[config.mk]
export PLATFORM = sky130hd
export DESIGN_NAME = ret_addr_stack
export DESIGN_NICKNAME = d
export VERILOG_FILES = /design/src/rtl/ret_addr_stack.sv
export SDC_FILE = /design/constraint.sdc
export NUM_CORES = 1
export LEC_CHECK = 0
export BUFFER_PORTS_ARGS = -buffer_cell sky130_fd_sc_hd__buf_2
export CORE_ASPECT_RATIO = 0.6
export CORE_UTILIZATION = 40
export CTS_BUF_LIST = sky130_fd_sc_hd__clkbuf_4
export DETAILED_ROUTE_END_ITERATION = 16
export PLACE_DENSITY = 0.59
export SLEW_MARGIN = 20
export SYNTH_ARGS = -nofsm -noshare
export SYNTH_HDL_FRONTEND = slang
export SYNTH_SLANG_ARGS = --single-unit
[constraint.sdc]
create_clock -name clk -period 3.1 [get_ports clk]
set_clock_uncertainty 0.2 [all_clocks]
set_input_delay 0.62 -clock clk [delete_from_list [all_inputs] [get_ports clk]]
set_output_delay 0.62 -clock clk [all_outputs]
set_load 0.005 [all_outputs]
[src/rtl/ret_addr_stack.sv]
// Return-address stack (LIFO) for the 8-bit microcontroller: CALL pushes PC+1, RET pops it.
// Optional build macro RAS_WRAP_EN: push while full overwrites the oldest entry instead of being dropped.
module ret_addr_stack #(
  parameter int ADDR_W = 8,
  parameter int DEPTH  = 8,
  parameter int CNT_W  = 4
) (
  input  logic              clk,
  input  logic              rst,
  input  logic              push,
  input  logic [ADDR_W-1:0] push_addr,
  input  logic              pop,
  input  logic              clr_err,
  output logic [ADDR_W-1:0] pop_addr,
  output logic              pop_valid,
  output logic [ADDR_W-1:0] top_addr,
  output logic [CNT_W-1:0]  count,
  output logic              empty,
  output logic              full,
  output logic              overflow,
  output logic              underflow
);

  localparam int PTR_W = $clog2(DEPTH);
  localparam logic [CNT_W-1:0] FULL_CNT = CNT_W'(DEPTH);

  logic [ADDR_W-1:0] r_mem [DEPTH];
  logic [PTR_W-1:0]  r_sp;
  logic [CNT_W-1:0]  r_count;
  logic [ADDR_W-1:0] r_pop_addr;
  logic              r_pop_valid;
  logic              r_ovf;
  logic              r_unf;

  logic [PTR_W-1:0]  w_top_idx;
  logic              w_empty;
  logic              w_full;
  logic              w_wr_en;
  logic [PTR_W-1:0]  w_wr_idx;
  logic              w_sp_inc;
  logic              w_sp_dec;
  logic              w_cnt_inc;
  logic              w_cnt_dec;
  logic              w_do_pop;
  logic              w_set_ovf;
  logic              w_set_unf;

  assign w_top_idx = r_sp - PTR_W'(1);
  assign w_empty   = (r_count == '0);
  assign w_full    = (r_count == FULL_CNT);

  always_comb begin
    w_wr_en   = 1'b0;
    w_wr_idx  = r_sp;
    w_sp_inc  = 1'b0;
    w_sp_dec  = 1'b0;
    w_cnt_inc = 1'b0;
    w_cnt_dec = 1'b0;
    w_do_pop  = 1'b0;
    w_set_ovf = 1'b0;
    w_set_unf = 1'b0;
    if (push && pop) begin
      if (w_empty) begin
        // Nothing to return: the CALL half still lands, the RET half traps.
        w_wr_en   = 1'b1;
        w_sp_inc  = 1'b1;
        w_cnt_inc = 1'b1;
        w_set_unf = 1'b1;
      end else begin
        w_wr_en  = 1'b1;
        w_wr_idx = w_top_idx;
        w_do_pop = 1'b1;
      end
    end else if (push) begin
      if (!w_full) begin
        w_wr_en   = 1'b1;
        w_sp_inc  = 1'b1;
        w_cnt_inc = 1'b1;
      end else begin
        w_set_ovf = 1'b1;
`ifdef RAS_WRAP_EN
        w_wr_en   = 1'b1;
        w_sp_inc  = 1'b1;
`endif
      end
    end else if (pop) begin
      if (!w_empty) begin
        w_do_pop  = 1'b1;
        w_sp_dec  = 1'b1;
        w_cnt_dec = 1'b1;
      end else begin
        w_set_unf = 1'b1;
      end
    end
  end

  // Storage is deliberately left out of reset.
  always_ff @(posedge clk) begin
    if (w_wr_en && !rst) r_mem[w_wr_idx] <= push_addr;
  end

  always_ff @(posedge clk) begin
    if (rst) begin
      r_sp        <= '0;
      r_count     <= '0;
      r_pop_addr  <= '0;
      r_pop_valid <= 1'b0;
      r_ovf       <= 1'b0;
      r_unf       <= 1'b0;
    end else begin
      r_pop_valid <= w_do_pop;
      if (w_do_pop) r_pop_addr <= r_mem[w_top_idx];
      if (w_sp_inc)      r_sp <= r_sp + PTR_W'(1);
      else if (w_sp_dec) r_sp <= r_sp - PTR_W'(1);
      if (w_cnt_inc)      r_count <= r_count + CNT_W'(1);
      else if (w_cnt_dec) r_count <= r_count - CNT_W'(1);
      r_ovf <= w_set_ovf | (r_ovf & ~clr_err);
      r_unf <= w_set_unf | (r_unf & ~clr_err);
    end
  end

  assign pop_addr  = r_pop_addr;
  assign pop_valid = r_pop_valid;
  assign top_addr  = w_empty ? '0 : r_mem[w_top_idx];
  assign count     = r_count;
  assign empty     = w_empty;
  assign full      = w_full;
  assign overflow  = r_ovf;
  assign underflow = r_unf;

endmodule

==> results.json <==
{
  "peakVddDrop_v": 0.000328,
  "track_usage_pct": 17.4,
  "cts_tree": "done",
  "area_growth_pct": 17.9,
  "endpoint_kind": "output pin",
  "min_period_ns": 3.05,
  "grt_pass1_vias": 1943,
  "fin_crit_sh_pct": 98.3,
  "port_buffers": 37,
  "initial_core_util_pct": 41.3,
  "drt_wl_total_um": 7380,
  "seqCellArea_um2": 2290,
  "timing.fmax_mhz": 328,
  "rows": 26,
  "clk_path_buf_depth": 2,
  "yosysSeqAreaShare_pct": 64.8,
  "post-route-util_pct": 48.7,
  "synth_nets": 242,
  "fin_nets": 301,
  "preCtsSetupSlack_ns": 0.0841,
  "leakage_nw": 1.47,
  "ys_seq_elements": 82,
  "die_h_um": 74.7,
  "drv_slew": 0,
  "multi_input_area_um2": 1170,
  "synthFlopType": "edfxtp_1",
  "setup_violations": 0,
  "synthesis.area_um2": 3520,
  "hold_viol": 0,
  "synth_warnings": 0,
  "grt_pass1_wl_um": 11300,
  "dr.max_layer_used": "met4",
  "max_stage_delay_ns": 0.44,
  "fin_ws_ns": 0.0527,
  "cts.sinks": 82,
  "crit_chain": "inv_2, ha_4, clkinv_8, buf_12, mux4_2, mux2i_2, nor2_1, buf_2",
  "wl_met2_um": 3070,
  "outcome": "completed",
  "crit_fanout": 6,
  "antenna_found_initial": 0,
  "ys_types": 46,
  "hpwlAfterDp_um": 4990,
  "hold_buffers": 0,
  "cts.clk_slew.worst_paths_ns": 0.12,
  "drc_errors": 0,
  "grt_start_max_net_pins": 22,
  "wl_per_cell_um": 18.4,
  "numCtsBuffers": 9,
  "met3WireLength_um": 549,
  "antennaDiodeCount": 0,
  "syn_area_per_cell_um2": 15.6,
  "via_per_inst": 5.25,
  "cts_root_buf": "clkbuf_4",
  "wl_met1_um": 3690,
  "cp_slowest_cell": "mux4_2",
  "ctsHtreeMaxLevel": 3,
  "slew-limit-headroom_pct": 60.1,
  "worst_slew_pin_slew_ns": 0.594,
  "grt_overflow": 0,
  "via_count": 2112,
  "rsz0062_at_grt": "true",
  "drv_cap": 0,
  "hold_slack_ns": 0.263,
  "fill_cells": 732,
  "clk_latency_ns": 0.42,
  "syn_inst": 226,
  "drt-initial-drc-count": 133,
  "required_ns": 2.28,
  "first_pass_iters": 4,
  "gp_congestion": 0.843,
  "worstSetupPathType": "flop to output pin",
  "die_w_um": 123,
  "core-area_um2": 8520,
  "power_density_nw_per_um2": 728,
  "cp.arrival_ns": 2.23,
  "synth_async_sr_flop_share_pct": 0,
  "io_pins": 38,
  "die-area_um2": 9200,
  "synth_edf_count": 64,
  "drive_above_1_share_pct": 40.0,
  "hold_path_class": "input port to flop",
  "drtAntennaViolNets": 0,
  "cp-start-kind": "flop"
}
## final cells by class
| cell class | count | share of cell area [%] |
|---|---|---|
| repair buffers | 61 | 9.28 |
| clock inverters | 6 | 1.39 |
| repair inverters | 1 | 0.151 |
| multi-input cells | 126 | 28.3 |
| well taps | 112 | 3.37 |
| flip-flops and latches | 82 | 55.0 |
| inverters | 4 | 0.663 |
| clock buffers | 10 | 1.81 |
## worst max-delay path, delay by kind of cell, from the launching register on
family / cells / cell delay, ns
buffers and inverters: 4 / 0.41
adder cells (fa/ha/maj): 1 / 0.32
flip-flops: 1 / 0.36
multiplexers: 2 / 0.63
AND/OR/NAND/NOR: 1 / 0.07
## path summary, 6_finish.rpt
check / endpoint / start / slack [ns] / depth (start not counted)
max: top_addr[3] / r_sp[1] / 0.05 / 8
min: overflow / clr_err / 0.26 / 3
max reg2reg: r_mem[2][3] / r_sp[1] / 0.59 / 8
min reg2reg: overflow / overflow / 0.27 / 2
## placed cells by master, fill, tap and decap left out, drive strengths merged, types with 2 or more instances in the layout
master    instances
nor2b             4
nand2b            2
a2111oi           4
clkinvlp          2
clkbuf           10
clkinv            4
a211oi            8
dfxtp            18
mux4             16
xnor2             2
buf              61
o21ai             5
a31oi             2
mux2              2
nand2             4
nor3              7
ha                3
mux2i             8
nor3b             2
inv               4
nor2             30
edfxtp           64
nor4              2
a21oi             9
## power breakdown
part           switching, mW  internal (mW)  total (mW)
sequential            0.0630           1.27        1.33
clock                  0.342          0.248       0.590
combinational          0.539          0.565        1.10
total                  0.943           2.08        3.02
## synth_stat cells, drive strengths merged, types with 2 or more instances
cell type | count | area (um^2)
a21oi | 9 | 45.0
nor2b | 4 | 25.0
dfxtp | 18 | 360
nor2 | 30 | 115
nor3 | 7 | 35.0
mux4 | 16 | 364
clkbuf | 3 | 21.3
mux2i | 8 | 80.1
buf | 11 | 92.6
nor3b | 2 | 26.3
nand2b | 2 | 12.5
nand2 | 4 | 15.0
nor4 | 2 | 12.5
a211oi | 8 | 60.1
a31oi | 2 | 12.5
edfxtp | 64 | 1920
xnor2 | 2 | 17.5
o21ai | 5 | 25.0
ha | 3 | 37.5
inv | 4 | 15.0
mux2 | 2 | 26.3
a2111oi | 4 | 35.0
## metal layers
metal / track usage, % / up-vias
li1: - / 1005
met1: 26.7 / 1035
met2: 23.6 / 64
met3: 5.08 / 8
met4: 5.35 / 0
met5: 0 / -
## registers in the layout (all words and copies together) (netlist names)
signal     flops
count          4
pop_valid      1
pop_addr       8
overflow       1
r_sp           3
underflow      1
r_mem         64
## per-stage QoR
| stage | setup TNS [ns] | instance area, um^2 | power, mW | std cells |
|---|---|---|---|---|
| 4_1_cts | -0.0128 | 4090 | 2.97 | 399 |
| 2_1_floorplan | 0 | 3520 | 1.97 | 226 |
| 5_1_grt | -0.207 | 4150 | 3.20 | 402 |
| 3_5_place_dp | 0 | 3900 | 2.30 | 380 |
| 6_report | 0 | 4150 | 3.02 | 402 |
| 3_3_place_gp | 0 | 3900 | 2.28 | 380 |
## logic make-up (layout without fill, tap and decap cells)
family	Yosys count	in the layout	share of synthesized area, %
DFF	82	82	64.8
and+or+nand+nor	59	59	9.06
AOI/OAI and AO/OA	35	35	7.14
muxes	26	26	13.4
buffers and inverters	18	82	3.66
adders and majority gates	3	3	1.07
xor gates and xnor gates	3	3	0.959
## timing repair
item,CTS,global route
pin swaps,1,2
endpoints found under the setup margin,8,8
gates cloned,1,0
gates resized for setup,13,10
buffers inserted,2,3
No activity file was read; power rests on OpenSTA's default activity.
